`src/rtl/inst_fetch.sv`:
```
// RV32I instruction fetch stage: PC generation, credit-limited in-order memory
// requests, a small instruction buffer and redirect squashing of wrong-path work.
module inst_fetch #(
    parameter int                    ADDR_WIDTH = 32,
    parameter logic [ADDR_WIDTH-1:0] RESET_PC   = 32'h0000_0000,
    parameter int                    FIFO_DEPTH = 2
) (
    input  logic                  clk,
    input  logic                  nreset,
    output logic                  imem_req_valid,
    input  logic                  imem_req_ready,
    output logic [ADDR_WIDTH-1:0] imem_req_addr,
    input  logic                  imem_resp_valid,
    input  logic [31:0]           imem_resp_data,
    input  logic                  redirect_valid,
    input  logic [ADDR_WIDTH-1:0] redirect_pc,
    output logic                  out_valid,
    input  logic                  out_ready,
    output logic [ADDR_WIDTH-1:0] out_pc,
    output logic [31:0]           out_inst,
    output logic [6:0]            opcode,
    output logic [2:0]            funct3,
    output logic [6:0]            funct7,
    output logic [4:0]            rd,
    output logic [4:0]            rs1,
    output logic [4:0]            rs2
);

    localparam int CW = $clog2(FIFO_DEPTH + 1);
    localparam int PW = (FIFO_DEPTH > 1) ? $clog2(FIFO_DEPTH) : 1;
    localparam logic [CW:0]           DEPTH_C  = (CW + 1)'(FIFO_DEPTH);
    localparam logic [CW-1:0]         ONE_C    = CW'(1);
    localparam logic [PW-1:0]         LAST_PTR = PW'(FIFO_DEPTH - 1);
    localparam logic [ADDR_WIDTH-1:0] PC_STEP  = ADDR_WIDTH'(4);

    logic                  r_active;
    logic [ADDR_WIDTH-1:0] r_fetch_pc;
    logic [ADDR_WIDTH-1:0] r_resp_pc;
    logic [CW-1:0]         r_outstanding;
    logic [CW-1:0]         r_drop_cnt;
    logic [CW-1:0]         r_count;
    logic [PW-1:0]         r_head;
    logic [PW-1:0]         r_tail;

    logic [ADDR_WIDTH-1:0] w_buf_pc   [FIFO_DEPTH];
    logic [31:0]           w_buf_inst [FIFO_DEPTH];
    logic [CW:0]           w_inflight;
    logic                  w_credit;
    logic                  w_fire;
    logic                  w_resp_take;
    logic                  w_push;
    logic                  w_pop;
    logic [ADDR_WIDTH-1:0] w_redirect_pc;
    logic [CW-1:0]         w_outstanding_next;
    logic [CW-1:0]         w_count_next;
    logic                  w_unused;

    function automatic logic [PW-1:0] ptr_inc(input logic [PW-1:0] p);
        if (p == LAST_PTR) begin
            return '0;
        end
        return p + 1'b1;
    endfunction

    // Credit covers both in-flight requests and buffered words, so the buffer can never overflow.
    assign w_inflight     = {1'b0, r_outstanding} + {1'b0, r_count};
    assign w_credit       = (w_inflight < DEPTH_C);
    assign imem_req_valid = r_active && w_credit && !redirect_valid;
    assign imem_req_addr  = r_fetch_pc;

    assign w_fire        = imem_req_valid && imem_req_ready;
    assign w_resp_take   = imem_resp_valid && (r_outstanding != '0);
    assign w_push        = w_resp_take && (r_drop_cnt == '0) && !redirect_valid;
    assign w_pop         = out_valid && out_ready;
    assign w_redirect_pc = {redirect_pc[ADDR_WIDTH-1:2], 2'b00};
    assign w_unused      = ^redirect_pc[1:0];

    always_comb begin
        w_outstanding_next = r_outstanding;
        if (w_fire && !w_resp_take) begin
            w_outstanding_next = r_outstanding + ONE_C;
        end else if (!w_fire && w_resp_take) begin
            w_outstanding_next = r_outstanding - ONE_C;
        end
    end

    always_comb begin
        w_count_next = r_count;
        if (w_push && !w_pop) begin
            w_count_next = r_count + ONE_C;
        end else if (!w_push && w_pop) begin
            w_count_next = r_count - ONE_C;
        end
    end

    always_ff @(posedge clk or negedge nreset) begin
        if (!nreset) begin
            r_active      <= 1'b0;
            r_fetch_pc    <= RESET_PC;
            r_resp_pc     <= RESET_PC;
            r_outstanding <= '0;
            r_drop_cnt    <= '0;
            r_count       <= '0;
            r_head        <= '0;
            r_tail        <= '0;
        end else begin
            r_active      <= 1'b1;
            r_outstanding <= w_outstanding_next;
            if (redirect_valid) begin
                // Everything still in flight after this edge belongs to the wrong path.
                r_fetch_pc <= w_redirect_pc;
                r_resp_pc  <= w_redirect_pc;
                r_drop_cnt <= w_outstanding_next;
                r_count    <= '0;
                r_head     <= '0;
                r_tail     <= '0;
            end else begin
                if (w_fire) begin
                    r_fetch_pc <= r_fetch_pc + PC_STEP;
                end
                if (w_resp_take && (r_drop_cnt != '0)) begin
                    r_drop_cnt <= r_drop_cnt - ONE_C;
                end
                if (w_push) begin
                    r_resp_pc <= r_resp_pc + PC_STEP;
                    r_tail    <= ptr_inc(r_tail);
                end
                if (w_pop) begin
                    r_head <= ptr_inc(r_head);
                end
                r_count <= w_count_next;
            end
        end
    end

    genvar gi;
    generate
        for (gi = 0; gi < FIFO_DEPTH; gi++) begin : g_entry
            logic [ADDR_WIDTH-1:0] r_pc;
            logic [31:0]           r_inst;

            always_ff @(posedge clk or negedge nreset) begin
                if (!nreset) begin
                    r_pc   <= '0;
                    r_inst <= '0;
                end else if (w_push && (r_tail == PW'(gi))) begin
                    r_pc   <= r_resp_pc;
                    r_inst <= imem_resp_data;
                end
            end

            assign w_buf_pc[gi]   = r_pc;
            assign w_buf_inst[gi] = r_inst;
        end
    endgenerate

    assign out_valid = (r_count != '0);
    assign out_pc    = w_buf_pc[r_head];
    assign out_inst  = w_buf_inst[r_head];
    assign opcode    = out_inst[6:0];
    assign rd        = out_inst[11:7];
    assign funct3    = out_inst[14:12];
    assign rs1       = out_inst[19:15];
    assign rs2       = out_inst[24:20];
    assign funct7    = out_inst[31:25];

endmodule

```
`config.mk`:
```
export PLATFORM = sky130hd
export DESIGN_NAME = inst_fetch
export DESIGN_NICKNAME = d
export VERILOG_FILES = /design/src/rtl/inst_fetch.sv
export SDC_FILE = /design/constraint.sdc
export NUM_CORES = 1
export LEC_CHECK = 0
export CORE_MARGIN = 2
export CORE_UTILIZATION = 56
export DETAILED_ROUTE_END_ITERATION = 8
export PLACE_DENSITY = 0.87
export SETUP_SLACK_MARGIN = 0.05
export SLEW_MARGIN = 20
export SYNTH_ARGS = -nofsm -noshare
export SYNTH_HDL_FRONTEND = slang
export SYNTH_SLANG_ARGS = --single-unit
export TNS_END_PERCENT = 10
```
`constraint.sdc`:
```
create_clock -name clk -period 5.5 [get_ports clk]
set_input_delay 1.65 -clock clk [delete_from_list [all_inputs] [get_ports clk]]
set_output_delay 1.65 -clock clk [all_outputs]
set_load 0.01 [all_outputs]
```
-- Word level (Yosys, flattened, before mapping)
Cells that the tools add are included.
- $add $sub $neg: 10
- $mul: 0
- div/mod/pow operators: 0
- order comparisons: 2
- equality and inequality tests: 0
- shift-type cells: 0
- multiplexer cells: 31
- bitwise logic cells: 2
- reduce and logical (&&, ||, !) cells: 28
- operators by type and width (kind ; number):
    $mux W32 ; 10
    $add A32 B3 Y32 const B ; 2
    $logic_and A1 B1 Y1 ; 14
    $mux W1 ; 14
    $mux W2 ; 7
    $reduce_bool A2 Y1 ; 7
    $sub A2 B1 Y2 const B ; 3
    $logic_not A1 Y1 ; 5
    $add A2 B1 Y2 const B ; 2
    $add A2 B2 Y3 ; 1
    $lt A3 B2 Y1 const B ; 1
    $reduce_bool A3 Y1 ; 1
    $add A1 B1 Y1 const B ; 2
    $ge A2 B2 Y1 const B ; 1
    $logic_not A2 Y1 ; 1
    $not A1 Y2 ; 1
    $not A1 Y1 ; 1
- bits in registers: 201
- latch bits: 0
- RAM bits: 0
- bits in read-only memories: 0
- bits of input ports: 70
- output and inout port bits: 130
- memories kept: 0

-- Logic depth before layout (Yosys ltp)
Gate-level depths: netlist (run 1).
- depth in word-level cells: 10
- mapped depth: 9
- depth with buffers taken out: 8

-- Worst setup path after synthesis (run 1)
Ideal clock, no wire load.
- path kind: input to output
- from: input redirect_valid
- to: output imem_req_valid
- arrival time: 2472 ps
- required time: 3850 ps
- slack: 1378 ps
- cell stages on the path: 3
- path buffers: 1
- cells stage by stage: buf_6 or4b_4 inv_1
- word-level cells in the longest chain between the ends: 2
- RTL lines (what ; RTL line ; RTL):
    start, declared ; 15 ; input logic redirect_valid,
    $logic_not A1 Y1 ; 68 ; assign imem_req_valid = r_active && w_credit && !redirect_valid;
    $logic_and A1 B1 Y1 ; 68 ;
    end, declared ; 10 ; output logic imem_req_valid,
Every way passes these cells.

-- Worst setup path in the final report (run 1)
Ends and elaborated chain as after synthesis.

==> results of run 1 <==
## registers in the layout (all words and copies together) (netlist names)
signal,cells
g_entry.r_inst,64
g_entry.r_pc,60
imem_req_addr,30
r_resp_pc,30
r_count,2
r_drop_cnt,2
r_outstanding,2
r_active,1
r_head,1
r_tail,1
## cells in the mapped netlist (4+ instances only)
library cell | instances | area (um2)
sky130_fd_sc_hd__nor2_1 | 26 | 97.6
sky130_fd_sc_hd__a21oi_1 | 7 | 35.0
sky130_fd_sc_hd__and2_1 | 4 | 25.0
sky130_fd_sc_hd__mux2_2 | 197 | 2220
sky130_fd_sc_hd__and4_1 | 6 | 52.6
sky130_fd_sc_hd__a31oi_1 | 6 | 37.5
sky130_fd_sc_hd__dfrtp_1 | 193 | 4830
sky130_fd_sc_hd__ha_1 | 4 | 50.1
sky130_fd_sc_hd__o211ai_1 | 5 | 37.5
sky130_fd_sc_hd__nor3_1 | 6 | 30.0
sky130_fd_sc_hd__clkbuf_1 | 24 | 90.1
sky130_fd_sc_hd__nand4_1 | 22 | 138
sky130_fd_sc_hd__buf_2 | 6 | 30.0
sky130_fd_sc_hd__buf_1 | 6 | 22.5
sky130_fd_sc_hd__a21boi_0 | 6 | 45.0
sky130_fd_sc_hd__o311ai_0 | 8 | 70.1
sky130_fd_sc_hd__inv_1 | 8 | 30.0
sky130_fd_sc_hd__buf_4 | 36 | 270
sky130_fd_sc_hd__nand2_1 | 45 | 169
sky130_fd_sc_hd__nand2b_1 | 4 | 25.0
sky130_fd_sc_hd__nor2b_1 | 4 | 25.0
sky130_fd_sc_hd__xnor2_1 | 21 | 184
sky130_fd_sc_hd__nand3_1 | 38 | 190
sky130_fd_sc_hd__xor2_1 | 22 | 193
sky130_fd_sc_hd__and3_1 | 10 | 62.6
sky130_fd_sc_hd__o21ai_0 | 30 | 150
## path summary, 6_finish.rpt
check,to,slack [ns]
setup / recovery,imem_req_valid,0.84
hold / removal,g_entry[1].r_inst[13]$_DFFE_PN0P_,0.50
setup reg to reg,imem_req_addr[24]$_DFFE_PN0P_,2.48
hold reg to reg,g_entry[1].r_inst[13]$_DFFE_PN0P_,0.50
max in group asynchronous,g_entry[0].r_inst[29]$_DFFE_PN0P_,3.18
min in group asynchronous,imem_req_addr[28]$_DFFE_PN0P_,1.28
## layout by cell type (no fill, tap or decap), types with 10 or more instances in the layout
cell type	Yosys	routed
sky130_fd_sc_hd__nand2_1	45	45
sky130_fd_sc_hd__clkbuf_16	0	17
sky130_fd_sc_hd__and3_1	10	10
sky130_fd_sc_hd__nand3_1	38	37
sky130_fd_sc_hd__xnor2_1	21	21
sky130_fd_sc_hd__nand4_1	22	22
sky130_fd_sc_hd__clkdlybuf4s50_1	0	191
sky130_fd_sc_hd__dfrtp_1	193	192
sky130_fd_sc_hd__mux2_2	197	197
sky130_fd_sc_hd__o21ai_0	30	30
sky130_fd_sc_hd__nor2_1	26	26
sky130_fd_sc_hd__xor2_1	22	22
## through the flow
step	hold slack [ns]	cells	utilization	instance area [um2]
3_3_place_gp	0.481	1135	0.687	11400
4_1_cts	0.502	1167	0.725	12000
2_1_floorplan	0.474	789	-	9500
5_1_grt	0.517	1167	0.725	12000
3_5_place_dp	0.487	1135	0.687	11400
6_report	0.501	1167	0.725	12000
## routing by layer
layer | vias to the layer above | wire length, um | GRT usage
li1 | 3102 | - | -
met1 | 3416 | 9240 | 0.351
met2 | 334 | 10300 | 0.401
met3 | 23 | 1790 | 0.0544
met4 | 0 | 245 | 0.0643
met5 | - | 0 | 0
## final cells by class
cell class,count,area (um2)
clock buffer,22,484
clock inverter,10,149
fill,1158,4570
inverter,9,33.8
multi-input combinational,513,4220
sequential,193,4830
tap,220,275
timing repair buffer,200,2020
## kinds of logic after synthesis
logic type	Yosys count	synth area share
xor gates and xnor gates	43	0.0397
and+or+nand+nor	181	0.102
other	2	0.000792
buffers and inverters	83	0.0488
muxes	198	0.235
DFF	193	0.509
AOI/OAI and AO/OA	80	0.0559
adders and majority gates	6	0.00844
## power by group
part | switching, mW | internal [mW]
Sequential | 0.269 | 1.84
Clock | 0.524 | 0.769
Combinational | 0.813 | 1.31
Total | 1.61 | 3.92
==> summary by stage, run 1 <==
Critical path
Broken down by cell family, the worst path's largest delay share belongs to buffers and inverters. In this design, the stage delay of the slowest critical-path cell is 0.59 ns. The worst setup path is captured at a primary output. Along the worst path, the maximum fanout reaches 5. The critical path class is input port to primary output. The first element of the critical path is redirect_valid.

STA classifies the critical path startpoint as an input port. Data on the critical path is required at its endpoint by 3.85 ns. The worst path arrival time is 3.01 ns. The reg-to-reg startpoint is r_count[0]$_DFFE_PN0P_. Measured in cells, the most critical reg-to-reg path has a length of 7.

The number of buffers and inverters on the critical path is 3. The critical path crosses 4 cells after its start point. The critical path goes through buf_2, or4b_4, inv_1, clkdlybuf4s50_1. The slowest cell on the critical path is sky130_fd_sc_hd__or4b_4.

STA
Across the routed clock network, the largest skew measured is 0.0255 ns. The final count of pins violating max slew was 0. The worst pin sits at a relative slew slack of 0.324. The maximum clock rate is 0.215 GHz.

Setup repair after global routing left no endpoint under its margin. The minimum clock period is 4.66 ns. After routing, the total negative slack on setup checks comes to 0 ns. The post-layout worst setup margin is 0.843 ns. At the pin with the least slew margin, the transition time is 1.01 ns. The final count of negative-setup-slack endpoints is 0.

The number of hold violations in the final report is 0. In the finished design, the share of the clock period the worst path needs comes to 0.847.

Global routing
The global-route usage over all layers is 0.251. The pin count of the biggest net entering global routing is 113. The initial antenna violation count is 0. The global-route wire length before repair is 35.9 mm. For this run the aggregate overflow at the end of global routing stands at 0.

The via count of the first global-routing pass came to 6845.

Synthesis
The synthesized instance count is 786. The count of unique library cells instantiated by Yosys is 58. The portion of the post-synthesis area used by sequential elements is 0.509. During synthesis, Yosys emitted a total of 0 warnings. The number of enable-type register cells in the synthesized netlist is 0. Of all flip-flops after synthesis, the portion carrying an async set or reset was 1.00.

The summed instance area of the synthesized netlist is 9490 um2. The most common flop cell mapped by yosys is sky130_fd_sc_hd__dfrtp_1. Synthesis inferred 193 register bits. Each instance of the synthesized netlist takes up on average 12.1 um2.

Floorplan
The chip height is 134 um. Row generation in the floorplan step produced 47 rows. 200 I/O pins were placed. The die covers 18000 um2.

The placeable core region is 16600 um2. The initial utilization of the core area, before any placement, comes to 0.572. The width of the die is 134 um.

Placed design
Buffers placed on the I/O ports in this run total 193. At the end of routability-driven placement, the weighted congestion stood at 0.895. Before CTS, the worst setup slack after placement is 0.854 ns. Once detailed placement completed, the half-perimeter wirelength came to 14.4 mm.

Routing
After detailed routing, the number of remaining DRC violations is 0. In the routed layout, each cell is associated on average with a via count of 5.89. The per-cell routed wire length is 18.5 um. In this run, the number of DRC markers left after iteration 0 of detailed routing was 446. The first detailed-routing pass ran for 7 iterations. The total routed wirelength is 21.6 mm. Detailed routing inserted a total of 6875 vias.

The count of nets left with antenna violations once routing finished came out at 0.

Power and ir drop
The design draws 5.52 mW. The peak supply drop is 0.293 mV. Power spread over the standard cell area amounts to 460 nW/um2. The static leakage power is 5.06 nW.

Clocking
At the later pin of the worst-skew pair, clock insertion delay measures 0.44 ns. The total of hold buffers inserted after clock tree synthesis is 0. After clock tree synthesis, the repair step resized 0 gates. After clock tree synthesis, the setup repair step added 0 buffers. The longest clock path from root to sink contains 2 buffers.

The CTS tree is built. The clock root buffer is sky130_fd_sc_hd__clkbuf_16. The clock drives 193 sinks.

The number of clock buffers added by TritonCTS is 17. The level count of the clock H-tree is 4. The clock-pin slew on the worst setup and hold paths is 0.06 ns.

Cells and area
Of the cells placed in the final design, the portion with a size suffix greater than 1 is 0.265. The antenna cell count is 0. At the end of the flow, the number of nets in the layout was 1009.

The area growth from synthesis to layout is 26.7%.

Worst hold path
The beginning of the worst hold path is g_entry[1].r_inst[13]$_DFFE_PN0P_. The worst hold-check path type is register to register. The number of cells traversed by the worst hold path is 1.

Run status
The run finished with clean final reports.

Run
Max-cap violations in this run came to 0.
(Power assumes the default switching activity.)
==> run 2, diff against run 1 <==
Settings changed: CORE_UTILIZATION 56 to 52, PLACE_DENSITY 0.87 to 0.81.
Clock period 5.5 ns to 4.8 ns, I/O delays scaled along.
==> run 2 against run 1 <==
Against the previous run:
- count of clock-buffer cells in the layout grew 2
- sequential cell count is the same
- core utilization shrank 5.5 points
- die area grew 7.5%
- largest cell class unchanged
==> summary by stage, run 2 (same netlist as run 1, synthesis figures left out) <==
Cells and area
The final cell utilization of the core is 0.670 (-0.0550). The largest registers in the layout are g_entry.r_inst x64, g_entry.r_pc x60. The number of flip-flops in the largest register is 64 (unchanged).

Leaving out fill and tap cells, the most frequent cells in the layout are 197 x sky130_fd_sc_hd__mux2_2, 192 x sky130_fd_sc_hd__dfrtp_1, 192 x sky130_fd_sc_hd__clkdlybuf4s50_1. The ratio of cells with drive above 1 in the final layout was 0.260 (-0.00477). The net count reported at finish is 1013 (+0.40%). The antenna cell count came to 0 (unchanged). Relative to the synthesized area, the layout overhead comes to 26.4%. The most frequent standard cell in the layout excluding fill and tap cells is sky130_fd_sc_hd__mux2_2. The register with the highest flop count is g_entry.r_inst.

Global routing
The total overflow reported by the global router is 0 (unchanged). The global-route wire length before repair is 35.1 mm (-2.2%). The initial antenna violation count is 0 (unchanged). The global-route usage over all layers is 0.224 (-0.0270). The pin count of the biggest net entering global routing is 109 (-3.5%).

The via count of the first global-routing pass came to 6873 (+0.41%).

STA
The final count of negative-setup-slack endpoints is 0 (unchanged). Setup repair after global routing left no endpoint under its margin. The slew at the pin closest to its max-slew limit came to 0.980 ns (-0.0261 ns). For the finished layout, the period the worst path requires is 4.56 ns.

The final setup skew is 0.00693 ns (-0.0186 ns). The worst hold slack is 0.501 ns (-0.000112 ns). The final count of pins violating max slew was 0 (unchanged). The total negative setup slack is 0 ns (unchanged).

The number of hold violations in the final report came to 0 (unchanged). The worst-case headroom to the max-slew limit is 0.342 (+0.0175). Timing would allow up to 0.219 GHz. Of the available clock period, the critical path in the final layout requires 0.951.

Critical path
The critical path is of the input port to primary output type. The maximum fanout along the worst path is 5 (unchanged). The data required time of the critical path is 3.36 ns (-0.49 ns).

In this run the worst setup path begins at redirect_valid. The worst setup path is captured at a primary output. The worst path arrival time came to 3.12 ns (+0.11 ns). The type of element launching the critical path is an input port. The startpoint identified for the worst register-to-register timing path is r_outstanding[0]$_DFF_PN0_.

Power and ir drop
The static leakage power is 5.05 nW (-0.17%). The fraction of power consumed by combinational cells is 0.394 (+0.009). The switching power summed over all nets was 1.79 mW (+12%).

The design internal power is 4.39 mW (+12%). The sequential fraction of design power is 0.388 (+0.007). The share of total power consumed by net switching is 0.290 (-0.000605).

The peak supply drop is 0.311 mV (+6.2%). The proportion of power drawn by the clock network is 0.218 (-0.016). The power density over the cells is 515 nW/um2 (+12%). The overall power of the completed layout came to 6.18 mW (+12%).

Floorplan
The die area came to 19300 um2 (+7.5%). The count of standard-cell rows is 49 (+4.3%). The width of the die was 139 um (+3.7%). The chip height was 139 um (+3.7%). The placeable core region was 17900 um2 (+8.0%). The number of top-level design ports is 200 (unchanged). The starting density of the core was 0.530 (-0.0421).

Placed design
The HPWL after detailed placement came to 14.4 mm (-0.15%). The count of buffers from port buffering is 193 (unchanged). The routability congestion estimate is 0.866 (-3.3%).

Worst hold path
The beginning of the worst hold path is g_entry[1].r_inst[13]$_DFFE_PN0P_. The path class of the tightest hold or removal check is register to register.

Clocking
The clock-pin slew on the worst setup and hold paths is 0.06 ns (about the same). Clock tree synthesis selected as its root buffer the cell sky130_fd_sc_hd__clkbuf_16. The post-CTS setup-driven buffer insertion count is 0 (unchanged). The number of clock buffers inserted by TritonCTS was 17 (unchanged).

The post-CTS resize count was 0 (unchanged). The number of buffers between clock root and the deepest sink is 2 (unchanged). The total of hold buffers inserted after clock tree synthesis is 0 (unchanged).

The number of clock sinks is 193 (unchanged). The CTS tree is built. The clock latency on the worst-skew pair is 0.42 ns (-0.02 ns). The level count of the clock H-tree came to 4 (unchanged).

Routing
The per-cell routed wire length is 17.9 um (-3.0%). The number of detailed-routing iterations run before antenna repair is 5 (-2). The total via count after detailed routing was 6721 (-2.2%).

The via density per instance is 5.71 (-3.2%). The remaining routing DRC violations is 0 (unchanged). The total routed wirelength is 21.1 mm (-2.1%). The remaining number of nets flagged by the antenna check after routing is 0 (unchanged). The violation count after the first detailed-route iteration came to 405 (-9.2%).

Run
The max-capacitance violation count is 0 (unchanged).

Run status
The run finished with clean final reports.
## run 2: cell types whose count changed in the layout (fill, tap and decap cells not counted)
cell / before / now
sky130_fd_sc_hd__clkbuf_1: 1 / 6
sky130_fd_sc_hd__buf_4: 4 / 7
sky130_fd_sc_hd__clkbuf_8: 5 / 2
sky130_fd_sc_hd__clkinv_2: 0 / 3
sky130_fd_sc_hd__clkinv_4: 4 / 1
sky130_fd_sc_hd__clkinvlp_4: 2 / 0
sky130_fd_sc_hd__buf_12: 3 / 4
sky130_fd_sc_hd__buf_2: 1 / 0
sky130_fd_sc_hd__bufinv_16: 3 / 2
sky130_fd_sc_hd__clkdlybuf4s50_1: 191 / 192
sky130_fd_sc_hd__inv_6: 1 / 0
## run 2: cell type report
cell class              instances  area, um2
flip-flops and latches        193       4830
fillers                      1377       5910
clock inverters                 6       83.8
well taps                     229        287
multi-input cells             513       4220
clock buffers                  24        462
inverters                       9       33.8
repair buffers                204       2070
## run 2: power by group through the flow
stage	combinational, mW	clock, mW	sequential [mW]
finish	2.44	1.34	2.40
global placement	2.41	0	2.40
floorplan	1.49	0	2.34
CTS	2.47	1.37	2.40
global route	2.62	1.44	2.47
detailed placement	2.46	0	2.42
## run 2: worst paths after layout
kind | slack, ns | end | depth (start not counted)
max in group asynchronous | 2.76 | g_entry[0].r_inst[24]$_DFFE_PN0P_ | 2
setup reg to reg | 1.79 | imem_req_addr[12]$_DFFE_PN0P_ | 8
setup / recovery | 0.24 | imem_req_valid | 4
hold reg to reg | 0.50 | g_entry[1].r_inst[13]$_DFFE_PN0P_ | 1
hold / removal | 0.50 | g_entry[1].r_inst[13]$_DFFE_PN0P_ | 1
min in group asynchronous | 1.09 | imem_req_addr[28]$_DFFE_PN0P_ | 1
## run 2: metal layers
| layer | vias up | GRT usage | wire length, um |
|---|---|---|---|
| met1 | 3350 | 0.309 | 9590 |
| met3 | 17 | 0.0552 | 1460 |
| met2 | 267 | 0.363 | 9920 |
| li1 | 3087 | - | - |
| met5 | - | 0 | 0 |
| met4 | 0 | 0.0463 | 157 |
## run 2: stage by stage
stage                     instance area, um2  cells  setup WS, ns
final                                  12000   1178         0.236
after CTS                              12000   1178         0.234
after global routing                   12000   1178         0.181
after global placement                 11400   1148         0.255
after floorplan                         9500    789          1.10
after detailed placement               11400   1148         0.243
## run 2: worst max-delay path, cell delays in order
cell                              delay (ns)
sky130_fd_sc_hd__clkdlybuf4s50_1        0.43
sky130_fd_sc_hd__or4b_4                 0.59
sky130_fd_sc_hd__inv_1                  0.12
sky130_fd_sc_hd__clkdlybuf4s50_1        0.55
==> run 3, diff against run 2 <==
Settings changed: CORE_UTILIZATION 52 to 53, CTS_BUF_LIST set to sky130_fd_sc_hd__clkbuf_8, GPL_ROUTABILITY_DRIVEN set to 1, PLACE_DENSITY 0.81 to 0.83, REMOVE_ABC_BUFFERS set to 1.
==> run 3 against run 2 <==
Against the previous run:
- first-iteration DRC count increased by 6.9%
- global-route usage increased by 1.8 points
- clock skew increased by 0.0038 ns
- largest cell class unchanged
- design area decreased by 1.5%
==> summary by stage, run 3 (same netlist as run 1, synthesis figures left out) <==
Clocking
The clock root buffer is sky130_fd_sc_hd__clkbuf_8. The number of clock buffers inserted by TritonCTS is 17 (unchanged). The number of clock sinks is 193 (unchanged). The number of buffers between clock root and the deepest sink came to 2 (unchanged). The clock latency on the worst-skew pair is 0.46 ns (+0.04 ns).

The post-CTS resize count is 0 (unchanged). TritonCTS built the clock tree. The total of hold buffers inserted after clock tree synthesis is 0 (unchanged). The post-CTS setup-driven buffer insertion count is 0 (unchanged).

The clock-pin slew on the worst setup and hold paths came to 0.09 ns (+0.03 ns). The level count of the clock H-tree is 4 (unchanged).

Power and ir drop
The peak supply drop came to 0.279 mV (-10%). The power density over the cells is 493 nW/um2 (-4.3%). The static leakage power is 4.98 nW (-1.4%).

Routing
The per-cell routed wire length came to 18.7 um (+4.1%). The total via count after detailed routing is 6764 (+0.64%). The remaining routing DRC violations came to 0 (unchanged). The via density per instance is 5.74 (+0.55%). The routed length on met3 came to 1.45 mm (-0.34%).

The wire length on met2 is 10.5 mm (+6.3%). The total routed wirelength is 22.0 mm (+4.2%). The remaining number of nets flagged by the antenna check after routing is 0 (unchanged).

The violation count after the first detailed-route iteration came to 433 (+6.9%). The number of detailed-routing iterations run before antenna repair is 5 (unchanged). The top layer reached by signal wires is met4. The wire length the detailed router placed on met1 is 9.52 mm (-0.70%).

Floorplan
The width of the die is 138 um (-0.92%). The placeable core region was 17400 um2 (-2.7%). The number of top-level design ports is 200 (unchanged). The starting density of the core is 0.545 (+0.0148). The chip height is 138 um (-0.92%). The count of standard-cell rows is 48 (-2.0%). The die area is 19000 um2 (-1.8%).

Critical path
STA classifies the critical path startpoint as an input port. Among all stages on the critical path, the largest delay is contributed by sky130_fd_sc_hd__or4b_4. The worst path arrival time is 2.82 ns (-0.30 ns). The critical path in this run is classified as input port to primary output.

The data required time of the critical path is 3.36 ns (about the same). The delay of the slowest cell on the worst path is 0.59 ns (about the same). The critical path goes through buf_2, or4b_4, inv_1, clkdlybuf4s50_1. In this run the critical register-to-register path is launched from r_count[0]$_DFFE_PN0P_. The worst setup path is captured at a primary output. The maximum fanout along the worst path is 5 (unchanged).

The worst-case reg-to-reg path depth came to 7 (-1). The endpoint identified for the worst register-to-register timing path is imem_req_addr[24]$_DFFE_PN0P_. The slack of the worst reg-to-reg path came to 1.81 ns (+0.02 ns).

Worst hold path
The startpoint identified for the worst hold timing path is g_entry[1].r_pc[14]$_DFFE_PN0P_. The number of cells traversed by the worst hold path is 1 (unchanged). The endpoint of the worst hold-timing path is g_entry[1].r_pc[14]$_DFFE_PN0P_. The worst hold-check path type is register to register.

Cells and area
The net count reported at finish came to 1017 (+0.39%). From synthesis to final layout, the design area changed by 24.4%. The antenna cell count is 0 (unchanged). The top cell types in the final layout, fill and taps aside, are 197 x sky130_fd_sc_hd__mux2_2, 192 x sky130_fd_sc_hd__dfrtp_1, 191 x sky130_fd_sc_hd__clkdlybuf4s50_1.

In the final layout, the registers with the most flip-flops are g_entry.r_inst x64, g_entry.r_pc x60. The number of flip-flops in the largest register was 64 (unchanged). The final cell utilization of the core came to 0.678 (+0.00811). The register with the most flip-flops in the final layout is g_entry.r_inst.

The library cell used most frequently in the layout, excluding fill and tap cells, is sky130_fd_sc_hd__mux2_2. The ratio of cells with drive above 1 in the final layout is 0.269 (+0.00912).

STA
The final setup skew came to 0.0107 ns (+0.00379 ns). The number of hold violations in the final report came to 0 (unchanged). The post-route fraction of the period consumed by the critical path is 0.888 (-0.0630). Setup repair after global routing left no endpoint under its margin. The worst-case headroom to the max-slew limit is 0.395 (+0.0531). The final count of pins violating max slew came to 0 (unchanged).

The post-layout worst setup margin was 0.538 ns (+0.302 ns). The final count of negative-setup-slack endpoints is 0 (unchanged). The slew at the pin closest to its max-slew limit was 0.901 ns (-0.0790 ns). The minimum clock period is 4.26 ns (-0.302 ns). The maximum clock rate was 0.235 GHz (+7.1%).

Run
The max-capacitance violation count is 0 (unchanged).

Global routing
The global-route usage over all layers was 0.242 (+0.0184). The pin count of the biggest net entering global routing came to 113 (+3.7%). The global-route wire length before repair is 35.4 mm (+0.79%).

The initial antenna violation count is 0 (unchanged). The total overflow reported by the global router is 0 (unchanged). The via count of the first global-routing pass came to 6813 (-0.87%).

Placed design
The count of buffers from port buffering is 193 (unchanged). The HPWL after detailed placement is 15.4 mm (+6.7%). The post-placement worst setup slack is 0.551 ns (+0.308 ns). The routability congestion estimate is 0.799 (-7.7%).

Run status
The flow ran to the end, and the final reports show no timing, DRC or antenna violations.
## run 3: per-stage QoR
| stage | hold slack, ns | std cells | power (mW) | instance area (um2) | setup TNS, ns |
|---|---|---|---|---|---|
| after floorplan | 0.474 | 715 | 3.62 | 9070 | -111.86 |
| after global placement | 0.480 | 1148 | 4.80 | 11400 | 0 |
| after detailed placement | 0.487 | 1148 | 4.87 | 11400 | 0 |
| after CTS | 0.508 | 1179 | 5.88 | 11800 | 0 |
| after global routing | 0.516 | 1179 | 6.19 | 11800 | 0 |
| final | 0.507 | 1179 | 5.83 | 11800 | 0 |
## run 3: worst max-delay path by stage
stage                     cells past startpoint            start  slack (ns)                               end
after floorplan                               3  imem_resp_valid       -1.80  g_entry[0].r_inst[0]$_DFFE_PN0P_
after global placement                        4   redirect_valid        0.55                    imem_req_valid
after detailed placement                      4   redirect_valid        0.55                    imem_req_valid
after CTS                                     4   redirect_valid        0.54                    imem_req_valid
after global routing                          4   redirect_valid        0.48                    imem_req_valid
final                                         4   redirect_valid        0.54                    imem_req_valid
## run 3: power by group
part           switching, mW  internal [mW]  total (mW)
clock                  0.555          0.443       0.998
sequential             0.297           2.10        2.40
combinational          0.922           1.51        2.43
## run 3: metal layers
layer  track usage  up-vias
li1              -     3104
met1         0.325     3374
met2         0.395      250
met3        0.0449       36
met4        0.0862        0
met5             0        -
## run 3: final cells by class
cell class	count	area, um2
Sequential cell	193	4830
Multi-Input combinational cell	513	4220
Clock inverter	11	91.3
Timing Repair Buffer	208	2070
Clock buffer	20	275
Fill cell	1326	5610
Inverter	9	33.8
Tap cell	225	282
## run 3: worst max-delay path, delay by kind of cell
| family | cells | cell delay [ns] |
|---|---|---|
| buffers and inverters | 3 | 0.79 |
| and+or+nand+nor | 1 | 0.59 |
